$ cat src/rtl/cache_fill_arbiter.sv
// rtl/cache_fill_arbiter.sv - shares one multi-cycle main memory between I-fills, D-fills and write-through stores
module cache_fill_arbiter #(
    parameter int WORDS_PER_BLOCK = 8,
    parameter int ADDR_W          = 16
) (
    input  logic                               clk,
    input  logic                               rst,
    input  logic                               icache_miss,
    input  logic [ADDR_W-1:0]                  icache_miss_addr,
    input  logic                               dcache_miss,
    input  logic [ADDR_W-1:0]                  dcache_miss_addr,
    input  logic                               dmem_wr_req,
    input  logic [ADDR_W-1:0]                  dmem_wr_addr,
    input  logic [15:0]                        dmem_wr_data,
    input  logic                               mem_data_valid,
    output logic                               mem_en,
    output logic                               mem_wr,
    output logic [ADDR_W-1:0]                  mem_addr,
    output logic [15:0]                        mem_data_in,
    output logic                               fill_we_i,
    output logic                               fill_we_d,
    output logic [$clog2(WORDS_PER_BLOCK)-1:0] fill_word_idx,
    output logic                               fill_done_i,
    output logic                               fill_done_d,
    output logic                               dmem_wr_ack,
    output logic                               istall,
    output logic                               dstall
);
    localparam int IDX_W = $clog2(WORDS_PER_BLOCK);
    localparam logic [IDX_W-1:0]  LAST_IDX   = IDX_W'(WORDS_PER_BLOCK - 1);
    localparam logic [IDX_W:0]    ISSUE_END  = (IDX_W + 1)'(WORDS_PER_BLOCK);
    localparam logic [ADDR_W-1:0] BLOCK_MASK = ~ADDR_W'((2 * WORDS_PER_BLOCK) - 1);

    typedef enum logic [1:0] {
        IDLE,
        FILL_D,
        FILL_I,
        WRITE
    } state_t;

    state_t             state;
    logic [IDX_W:0]     issue_cnt;
    logic [IDX_W-1:0]   ret_cnt;
    logic [ADDR_W-1:0]  base;

    logic in_fill;
    logic issuing;
    logic fill_ret;
    logic last_ret;

    assign in_fill  = (state == FILL_D) || (state == FILL_I);
    assign issuing  = in_fill && (issue_cnt < ISSUE_END);
    assign fill_ret = in_fill && mem_data_valid;
    assign last_ret = fill_ret && (ret_cnt == LAST_IDX);

    always_ff @(posedge clk or posedge rst) begin
        if (rst) begin
            state     <= IDLE;
            issue_cnt <= '0;
            ret_cnt   <= '0;
            base      <= '0;
        end else begin
            case (state)
                IDLE: begin
                    // D-miss first: a stalled MEM stage blocks retirement of everything behind it
                    if (dcache_miss) begin
                        base      <= dcache_miss_addr & BLOCK_MASK;
                        issue_cnt <= '0;
                        ret_cnt   <= '0;
                        state     <= FILL_D;
                    end else if (dmem_wr_req) begin
                        state <= WRITE;
                    end else if (icache_miss) begin
                        base      <= icache_miss_addr & BLOCK_MASK;
                        issue_cnt <= '0;
                        ret_cnt   <= '0;
                        state     <= FILL_I;
                    end
                end
                WRITE: begin
                    state <= IDLE;
                end
                FILL_D, FILL_I: begin
                    if (issuing) begin
                        issue_cnt <= issue_cnt + 1'b1;
                    end
                    if (fill_ret) begin
                        ret_cnt <= ret_cnt + 1'b1;
                    end
                    if (last_ret) begin
                        state <= IDLE;
                    end
                end
                default: state <= IDLE;
            endcase
        end
    end

    always_comb begin
        mem_en      = 1'b0;
        mem_wr      = 1'b0;
        mem_addr    = '0;
        mem_data_in = '0;
        if (state == WRITE) begin
            mem_en      = 1'b1;
            mem_wr      = 1'b1;
            mem_addr    = dmem_wr_addr;
            mem_data_in = dmem_wr_data;
        end else if (issuing) begin
            mem_en   = 1'b1;
            mem_addr = base + ADDR_W'({issue_cnt, 1'b0});
        end
    end

    assign dmem_wr_ack   = (state == WRITE);
    assign fill_we_i     = fill_ret && (state == FILL_I);
    assign fill_we_d     = fill_ret && (state == FILL_D);
    assign fill_done_i   = last_ret && (state == FILL_I);
    assign fill_done_d   = last_ret && (state == FILL_D);
    assign fill_word_idx = fill_ret ? ret_cnt : '0;

    assign istall = icache_miss || (state == FILL_I);
    assign dstall = dcache_miss || (state == FILL_D) || (dmem_wr_req && !dmem_wr_ack);
endmodule

$ cat config.mk
export PLATFORM = sky130hd
export DESIGN_NAME = cache_fill_arbiter
export DESIGN_NICKNAME = d
export VERILOG_FILES = /design/src/rtl/cache_fill_arbiter.sv
export SDC_FILE = /design/constraint.sdc
export NUM_CORES = 1
export LEC_CHECK = 0
export CELL_PAD_IN_SITES_DETAIL_PLACEMENT = 1
export CELL_PAD_IN_SITES_GLOBAL_PLACEMENT = 2
export CORE_MARGIN = 2
export CORE_UTILIZATION = 21
export CTS_BUF_LIST = sky130_fd_sc_hd__clkbuf_8
export DETAILED_ROUTE_END_ITERATION = 12
export PLACE_DENSITY = 0.92
export SLEW_MARGIN = 10
export SYNTH_ARGS = -nofsm -noshare
export SYNTH_HDL_FRONTEND = slang
export SYNTH_SLANG_ARGS = --single-unit
$ cat constraint.sdc
create_clock -name clk -period 4.6 [get_ports clk]
set_input_delay 0.92 -clock clk [delete_from_list [all_inputs] [get_ports clk]]
set_output_delay 0.92 -clock clk [all_outputs]
set_load 0.1 [all_outputs]
After elaboration in Yosys (flattened, before gate mapping)
Index checks and enable logic that the tools add are counted.

word-level totals
  bits in registers = 25
  bits of input ports = 70
  output and inout port bits = 44

cells by class
  add/subtract/negate cells = 3
  $lt $le $gt $ge = 1
  equality and inequality tests = 11
  mux-type cells = 25
  reduce and logical (&&, ||, !) cells = 21

operator list
  operator               number
  $mux W16               6
  $add A16 B5 Y16        1
  $mux W4                4
  $mux W3                5
  $logic_and A1 B1 Y1    8
  $mux W2                4
  $ne A2 B2 Y1 const B   4
  $pmux W4 S2            1
  $reduce_and A4 Y1      2
  $ne A3 B3 Y1 const B   2
  $pmux W2 S3            1
  $pmux W3 S2            1
  $add A4 B1 Y4 const B  1
  $eq A2 B2 Y1 const B   2
  $logic_or A1 B1 Y1     4
  $lt A4 B4 Y1 const B   1
  $ne A4 B4 Y1 const B   1
  $reduce_bool A2 Y1     2
  $add A3 B1 Y3 const B  1
  $eq A3 B3 Y1 const B   1
  $mux W1                3
  $reduce_and A3 Y1      1
  $eq A2 B1 Y1 const B   1
  $logic_not A2 Y1       1
  3 further kinds        3

Longest topological paths before layout
Gate-level depths: netlist (run 1).

  depth in word-level cells = 6
  gate-level depth with buffers = 6
  gate-level depth less buffers = 6

Least setup slack after synthesis (run 1)
No wires, ideal clock.

  kind = register -> output
  start = register state[0]
  end = output dstall
  data arrival time = 3535 ps
  data required time = 3680 ps
  slack = 145 ps
  cell stages (with the launch flop) = 5
  cells stage by stage = dfrtp_1 ha_1 clkbuf_1 clkbuf_1 o21ai_0

between the ends
  word-level cells in the longest chain between the ends = 4
  elaborated cells on any way between the ends = 6

ends and longest elaborated chain
  element                   line  text
  start: declaration        41    state_t state;
  start signal: assignment  58    state <= IDLE;
  start signal: assignment  70    state <= FILL_D;
  start signal: assignment  72    state <= WRITE;
  $eq A2 B2 Y1              115   assign dmem_wr_ack = (state == WRITE);
  named net dmem_wr_ack     25    output logic dmem_wr_ack,
  $logic_not A1 Y1          123   assign dstall = dcache_miss || (state == FILL_D) || (dmem_wr_req && !dmem_wr_ack);
  $logic_and A1 B1 Y1       123
  $logic_or A1 B1 Y1        123
  end: declaration          27    output logic dstall

The timed path passes the listed nets, and every way through them passes these cells.

Worst setup path after layout (run 1)
  start = register state[0]
  end = output mem_addr[8]

between the ends
  word-level cells in the longest chain between the ends = 5
  elaborated cells on any way between the ends = 7

ends and longest elaborated chain
  element                                       line  text
  $eq A2 B1 Y1 or $eq A2 B2 Y1 (tied branches)  51    assign in_fill = (state == FILL_D) || (state == FILL_I);
  $logic_or A1 B1 Y1                            51
  $logic_and A1 B1 Y1                           52    assign issuing = in_fill && (issue_cnt < ISSUE_END);
  $mux W16                                      109   end else if (issuing) begin
  $mux W16 (*)                                  104   if (state == WRITE) begin
  end: declaration                              18    output logic [ADDR_W-1:0] mem_addr,

Mark *: on every way between the ends. The rest lies on a longest branch, timed or not.

==> summary by stage, run 1 <==
Pwr
Per report_power, the clock group accounts for 5.9% of the total. The internal power consumption is 0.739 mW. The share of total power dissipated in sequential elements is 17.4%. The final total power is 2.11 mW. The worst-case IR drop observed on VDD is 0.196 mV. The leakage power of the design is 1.31 nW. The total power density per cell area is 751 nW/um^2. The switching part of the total power is 65.0%. The part of the total power dissipated in combinational logic is 76.6%.

For this design the total switching power over the nets is 1.37 mW.

Setup path
The endpoint identified for the worst register-to-register timing path is state[1]. In this run the critical register-to-register path is launched from state[0]. The required time of the critical path is 3.68 ns. The element type at the critical path end is a primary output.

The largest driver fanout on the critical path is 17. Counting cells, the worst reg-to-reg path comes to 6. In this run the register-to-register setup slack is 2.82 ns. Data on the critical path arrives at its endpoint at 2.52 ns.

The worst setup path is of the reg2out kind. The element type at the critical path start is a flip-flop.

Die
The number of ports placed on the die boundary is 114. After floorplanning, the core was divided into 33 placement rows. The floorplan step defined a core boundary enclosing 8090 um^2. The initial core utilization is 21.4%.

The die area is 9010 um^2. The die is 94.9 um tall. The width of the die is 94.9 um.

Placed design
The HPWL after detailed placement is 4580 um. Port buffering added 105 buffers. The total instance count after detailed placement is 397. At the end of routability-driven placement, the weighted congestion stood at 0.753.

Yosys
The count of mapped cells out of synthesis is 198. The sequential element share of the synthesized area is 30.3%. Synthesis produced a netlist with a net count of 278. Of all flip-flops after synthesis, the portion carrying an async set or reset was 100%. The area fraction of the dominant cell type after synthesis is 30.3%. Yosys attributes the largest share of cell area to dfrtp_1 30%, a22o_1 11%, mux2i_1 7.5%, ha_1 7.2%, and2_1 6.5%. The number of warning messages in the yosys log is 0. Yosys mapped a number of flops with a built-in enable equal to 0. dfrtp_1 takes more of the synthesized area than any other cell.

The most used flip-flop cell after synthesis is dfrtp_1. The cell area after synthesis is 1740 um^2. A synthesized cell averages 8.76 um^2. In this run, distinct cell masters in the synthesized netlist total 36. After synthesis the netlist holds a flip-flop and latch count of 21.

Timing
The worst-margin pin slew is 1.11 ns. The setup clock skew after layout is 0.00302 ns. Measured against its own limit, the worst slew margin works out to 26.3%. The post-route worst hold slack is 0.510 ns.

The final sum of negative setup slack is 0 ns. The final critical-path required period is 3.44 ns. The highest achievable clock rate is 291 MHz. The max-slew violation total from the final report came to 0. Setup repair after global routing left no endpoint under its margin. The number of setup violations in the final report is 0. The hold violation total from the final report is 0.

The final cycle utilization of the critical path is 74.7%.

Global route
Global routing used 12.0% of the available tracks. The wire length of the first global-routing pass is 8410 um. The via count of the first global-routing pass is 1,755. The initial antenna violation count was 0. The overflow left after global routing is 0. Entering global routing, the biggest net connects 38 pins.

Routing
The post-detailed-route via-to-cell ratio is 4.48. The number of remaining DRC errors is 0. The first TritonRoute pass finished after 4 iterations.

The via count is 1,796. Dividing the detail-routed wire length by the instance count gives 14.0 um. The final antenna-violating net count is 0. The detailed router finished its first iteration with 61 violations.

The total detailed-routing wirelength is 5610 um.

Cells and area
The share of cells above drive strength 1 is 19.9%. Fill cells in the final layout number 953. The post-route core utilization is 34.7%. The final cell count without fillers is 401.

The net count of the finished layout is 377. The sequential standard cell area is 526 um^2. The antenna diode instance count is 0. Summing all multi-input logic gate instances after layout gives 1120 um^2. The area overhead of the layout relative to synthesis is 61.9%.

Clock tree
In this run the clock root is driven by a clkbuf_8. The number of buffers added for setup after CTS is 0. The clock-pin slew on the worst setup and hold paths is 0.08 ns. The clock passes through at most 2 buffers. The number of buffers created by CTS is 3. The H-tree depth is 1.

The clock insertion delay at the later pin of the skew report is 0.27 ns. Buffers inserted to repair hold after CTS numbered 0. The number of gates resized after CTS was 0.

The sink count of the clock tree is 21. TritonCTS built the clock tree.

Status
The run finished with clean final reports.

Worst hold path
The startpoint of the tightest hold check path is base[14]. The instance count along the most critical hold path is 2. The path type of the worst min-delay path is reg2reg. The endpoint of the worst hold-timing path is base[14].

Job
Max-cap violations in this run came to 0.
## logic make-up after synthesis
logic type,count (synthesis),synth area share [%]
and+or+nand+nor,72,24.7
adders and majority gates,10,7.21
AOI/OAI and AO/OA,49,19.4
DFF,21,30.3
buffers and inverters,22,5.34
xor gates and xnor gates,11,5.55
muxes,13,7.50
## power by group through the flow
stage	sequential (mW)	combinational, mW	clock (mW)
6_report	0.368	1.62	0.125
5_1_grt	0.382	1.71	0.140
4_1_cts	0.369	1.63	0.129
3_5_place_dp	0.372	1.63	0
3_3_place_gp	0.364	1.61	0
2_1_floorplan	0.340	1.31	0
## flip-flops by register name (all words and copies together) (netlist names)
signal,flops
ret_cnt,3
state,2
base,12
issue_cnt,4
## cell usage after synthesis (6+ instances only)
cell type  number
inv_1           9
nor2_1          6
ha_1           10
a22o_1         21
clkbuf_1        7
xnor2_1         6
mux2i_1        13
o21ai_0        20
and2_1         18
nand2_1        19
dfrtp_1        21
## routing by layer
metal	global-route usage [%]	vias up	wire length, um
li1	-	894	-
met1	14.0	824	2320
met2	21.5	73	2710
met3	2.71	5	504
met4	3.99	0	77
met5	0	-	0
## through the flow
step / worst slack, ns / cell area [um^2]
floorplan: 0.145 / 1740
global placement: 1.44 / 2760
detailed placement: 1.43 / 2760
CTS: 1.13 / 2810
global route: 0.938 / 2810
finish: 1.16 / 2810
## worst max-delay path, cell delays in order (launching register included)
cell	delay (ns)
dfrtp_1	0.38
inv_1	0.10
ha_1	0.60
nand2b_1	0.15
nor2_2	0.48
a22o_1	0.23
buf_4	0.29
## cells in the final DEF, fill, tap and decap left out, drive strengths merged, types with 6 or more instances in the layout
cell type      count
o21ai             21
clkdlybuf4s50     61
and2              18
xnor2              6
dfrtp             21
inv                9
a22o              21
nand2             19
ha                10
mux2i             13
buf               46
nor2               7
## final cells by class
type	instances	share of cell area (%)
timing repair buffer	107	34.0
tap	105	4.67
sequential	21	18.7
multi-input combinational	155	39.8
clock inverter	1	0.178
clock buffer	3	1.47
inverter	9	1.20
## worst max-delay path by stage
stage,startpoint,end,slack (ns),cells after the start
floorplan,state[0],dstall,0.15,4
global placement,state[1],mem_addr[5],1.44,6
detailed placement,state[0],mem_addr[8],1.43,6
CTS,state[0],mem_addr[8],1.13,6
global route,state[0],mem_addr[2],0.94,6
finish,state[0],mem_addr[8],1.16,6
Note: power is estimated with default switching activity, not from simulation.
==> inputs of run 2 (changes only) <==
--- a/config.mk
+++ b/config.mk
@@ -8,10 +8,10 @@
 export CELL_PAD_IN_SITES_DETAIL_PLACEMENT = 1
 export CELL_PAD_IN_SITES_GLOBAL_PLACEMENT = 2
 export CORE_MARGIN = 2
-export CORE_UTILIZATION = 21
+export CORE_UTILIZATION = 18
 export CTS_BUF_LIST = sky130_fd_sc_hd__clkbuf_8
 export DETAILED_ROUTE_END_ITERATION = 12
-export PLACE_DENSITY = 0.92
+export PLACE_DENSITY = 0.84
 export SLEW_MARGIN = 10
 export SYNTH_ARGS = -nofsm -noshare
 export SYNTH_HDL_FRONTEND = slang
==> constraint.sdc (replaced) <==
create_clock -name clk -period 2.8 [get_ports clk]
set_input_delay 0.56 -clock clk [delete_from_list [all_inputs] [get_ports clk]]
set_output_delay 0.56 -clock clk [all_outputs]
set_load 0.1 [all_outputs]
==> run 2 against run 1 <==
  * Via count is 3.0% higher
  * Critical path depth unchanged
  * Combinational power rose by 100%
  * Sequential cell count is the same
  * Core utilization grew 2.0 points
  * Critical endpoint is now mem_addr[13]
  * Final area is 21% higher
  * Largest power group unchanged
  * Register-to-register slack lost 1.8 ns
  * Die area rose by 16%
==> summary by stage, run 2 (synthesis gave the netlist of run 1 again) <==
Timing
After layout, the worst path uses 93.8% of the clock period. The worst slew slack as a fraction of its limit is 43.6% (+17 points). The hold violation total from the final report is 0 (unchanged). The final sum of negative setup slack is 0 ns (unchanged). Setup repair after global routing left no endpoint under its margin. The setup clock skew after layout came to 0.0104 ns (+0.00735 ns). The max-slew violation total from the final report is 0 (unchanged). The routed design could run at a clock period as short as 2.63 ns.

The number of setup violations in the final report is 0 (unchanged). The highest achievable clock rate is 381 MHz. The post-route worst hold slack was 0.487 ns (-0.0228 ns). The worst-margin pin slew is 0.845 ns (-0.261 ns).

Cells and area
The final cell area excluding filler cells is 3410 um^2 (+21%). In the final layout, the registers with the most flip-flops are base (12), issue_cnt (4), ret_cnt (3). The sequential standard cell area is 526 um^2 (unchanged).

The antenna diode instance count is 0 (unchanged). Relative to the synthesized area, the layout overhead comes to 96.3%. The area of the multi-input gates was 1140 um^2 (+1.7%). Ranked by flip-flop count, first place goes to base. The final-layout fill cell count is 1,039 (+9.0%).

Leaving out fill and tap cells, the most frequent cells in the layout are 61 x clkdlybuf4s50_1, 42 x buf_12, 21 x dfrtp_1. The commonest non-fill, non-tap cell in the layout is clkdlybuf4s50_1. The number of flip-flops in the largest register came to 12 (unchanged). The share of cells above drive strength 1 came to 24.4% (+4.5 points).

The layout net count was 380 (+0.80%).

Routing
The count of TritonRoute iterations in the first routing pass was 3 (-1). The post-detailed-route via-to-cell ratio is 4.32 (-3.5%). The via count is 1,849 (+3.0%). The final antenna-violating net count was 0 (unchanged). The average detailed-routed wire length per instance is 13.8 um (-1.6%).

The total detailed-routing wirelength is 5890 um (+5.0%). The violation count after the first detailed-route iteration is 48 (-21%). The number of remaining DRC errors is 0 (unchanged).

Global route
The initial antenna violation count is 0 (unchanged). The global-route usage over all layers came to 11.0% (-1.0 points). The overflow left after global routing is 0 (unchanged). The via count of the first global-routing pass is 1,889 (+7.6%). The wire length of the first global-routing pass was 9070 um (+7.8%). The maximum number of pins on one net before global-route repair is 36 (-5.3%).

Setup path
STA classifies the critical path startpoint as a flip-flop. The worst register-to-register path begins at state[0]. The startpoint-to-endpoint class of the critical path is reg2out. The required time of the critical path is 2.24 ns (-1.44 ns). The element type at the critical path end is a primary output. The critical path starts at issue_cnt[3]. The data arrival time of the critical path is 2.07 ns (-0.45 ns).

The largest driver fanout on the critical path was 11 (-6).

Die
The number of ports placed on the die boundary is 114 (unchanged). The die area was 10,400 um^2 (+16%). The number of placement rows is 35 (+6.1%). The initial core utilization is 18.7% (-2.8 points). The area of the core region is 9280 um^2 (+15%). The width of the die was 102 um (+7.7%). The die outline height is 102 um (+7.7%).

Clock tree
The clock insertion delay at the later pin of the skew report is 0.27 ns (about the same). The hold-fix buffer count after cts was 0 (unchanged). The H-tree depth came to 1 (unchanged).

The number of buffers created by CTS was 3 (unchanged). The number of buffers added for setup after CTS is 0 (unchanged). The post-CTS resize count is 0 (unchanged). The maximum clock path buffer count came to 2 (unchanged). TritonCTS built the clock tree. The root buffer cell is clkbuf_8. The sink count of the clock tree came to 21 (unchanged). The clock-pin slew on the worst setup and hold paths is 0.08 ns (about the same).

Worst hold path
The path type of the worst min-delay path is reg2reg. The worst hold path begins at base[14].

Status
The run finished with clean final reports.

Job
The count of maximum capacitance violations is 0 (unchanged).

Placed design
The quantity of I/O buffers inserted on ports came to 105 (unchanged). The routability congestion estimate is 0.732 (-2.8%). The HPWL after detailed placement was 4940 um (+8.0%).

The instance area at placement is 3360 um^2 (+22%).

Pwr
The worst IR drop on VDD was 0.338 mV (+72%). The total power density per cell area is 1210 nW/um^2 (+61%). The leakage power of the design is 1.46 nW (+12%).
## run 2: path summary, 6_finish.rpt
kind / end / slack, ns / depth (start not counted)
min in group asynchronous: issue_cnt[1] / 0.76 / 2
max in group asynchronous: base[14] / 1.51 / 2
hold reg to reg: base[14] / 0.49 / 2
hold / removal: base[14] / 0.49 / 2
setup / recovery: mem_addr[13] / 0.17 / 6
setup reg to reg: issue_cnt[2] / 1.02 / 5
## run 2: area by class of cell
type                            instances  share of cell area, %
Timing Repair Buffer                  110                   44.2
Multi-Input combinational cell        155                   33.4
Sequential cell                        21                   15.4
Tap cell                              129                   4.74
Clock buffer                            3                   1.21
Inverter                                9                  0.992
Clock inverter                          1                  0.110
## run 2: per-layer routing
layer	part of all wire, %	vias to the layer above	GRT usage [%]
li1	-	896	-
met4	1.3	0	3.38
met2	51	70	20.6
met1	40	878	12.5
met3	7.9	5	2.05
met5	0	-	0
## run 2: worst max-delay path, stage by stage, from the launching register on
cell and delay (ns):
dfrtp_1 0.54, ha_1 0.29, nand4_1 0.19, nor3_1 0.22, xor2_1 0.17, a22o_1 0.19, buf_12 0.18
## run 2: power by group
group / internal [mW] / total (mW) / switching (mW)
sequential: 0.435 / 0.601 / 0.166
combinational: 1.20 / 3.30 / 2.10
clock: 0.0982 / 0.205 / 0.107
total: 1.73 / 4.11 / 2.38
## run 2: stage by stage
step / total power [mW] / setup slack [ns] / instances / util, %
final: 4.11 / 0.174 / 428 / 36.7
after global routing: 4.32 / 0.0187 / 428 / 36.7
after CTS: 4.15 / 0.125 / 428 / 36.7
after detailed placement: 3.94 / 0.430 / 424 / 36.2
after global placement: 3.88 / 0.464 / 424 / 36.2
after floorplan: 2.73 / 0.0358 / 198 / -
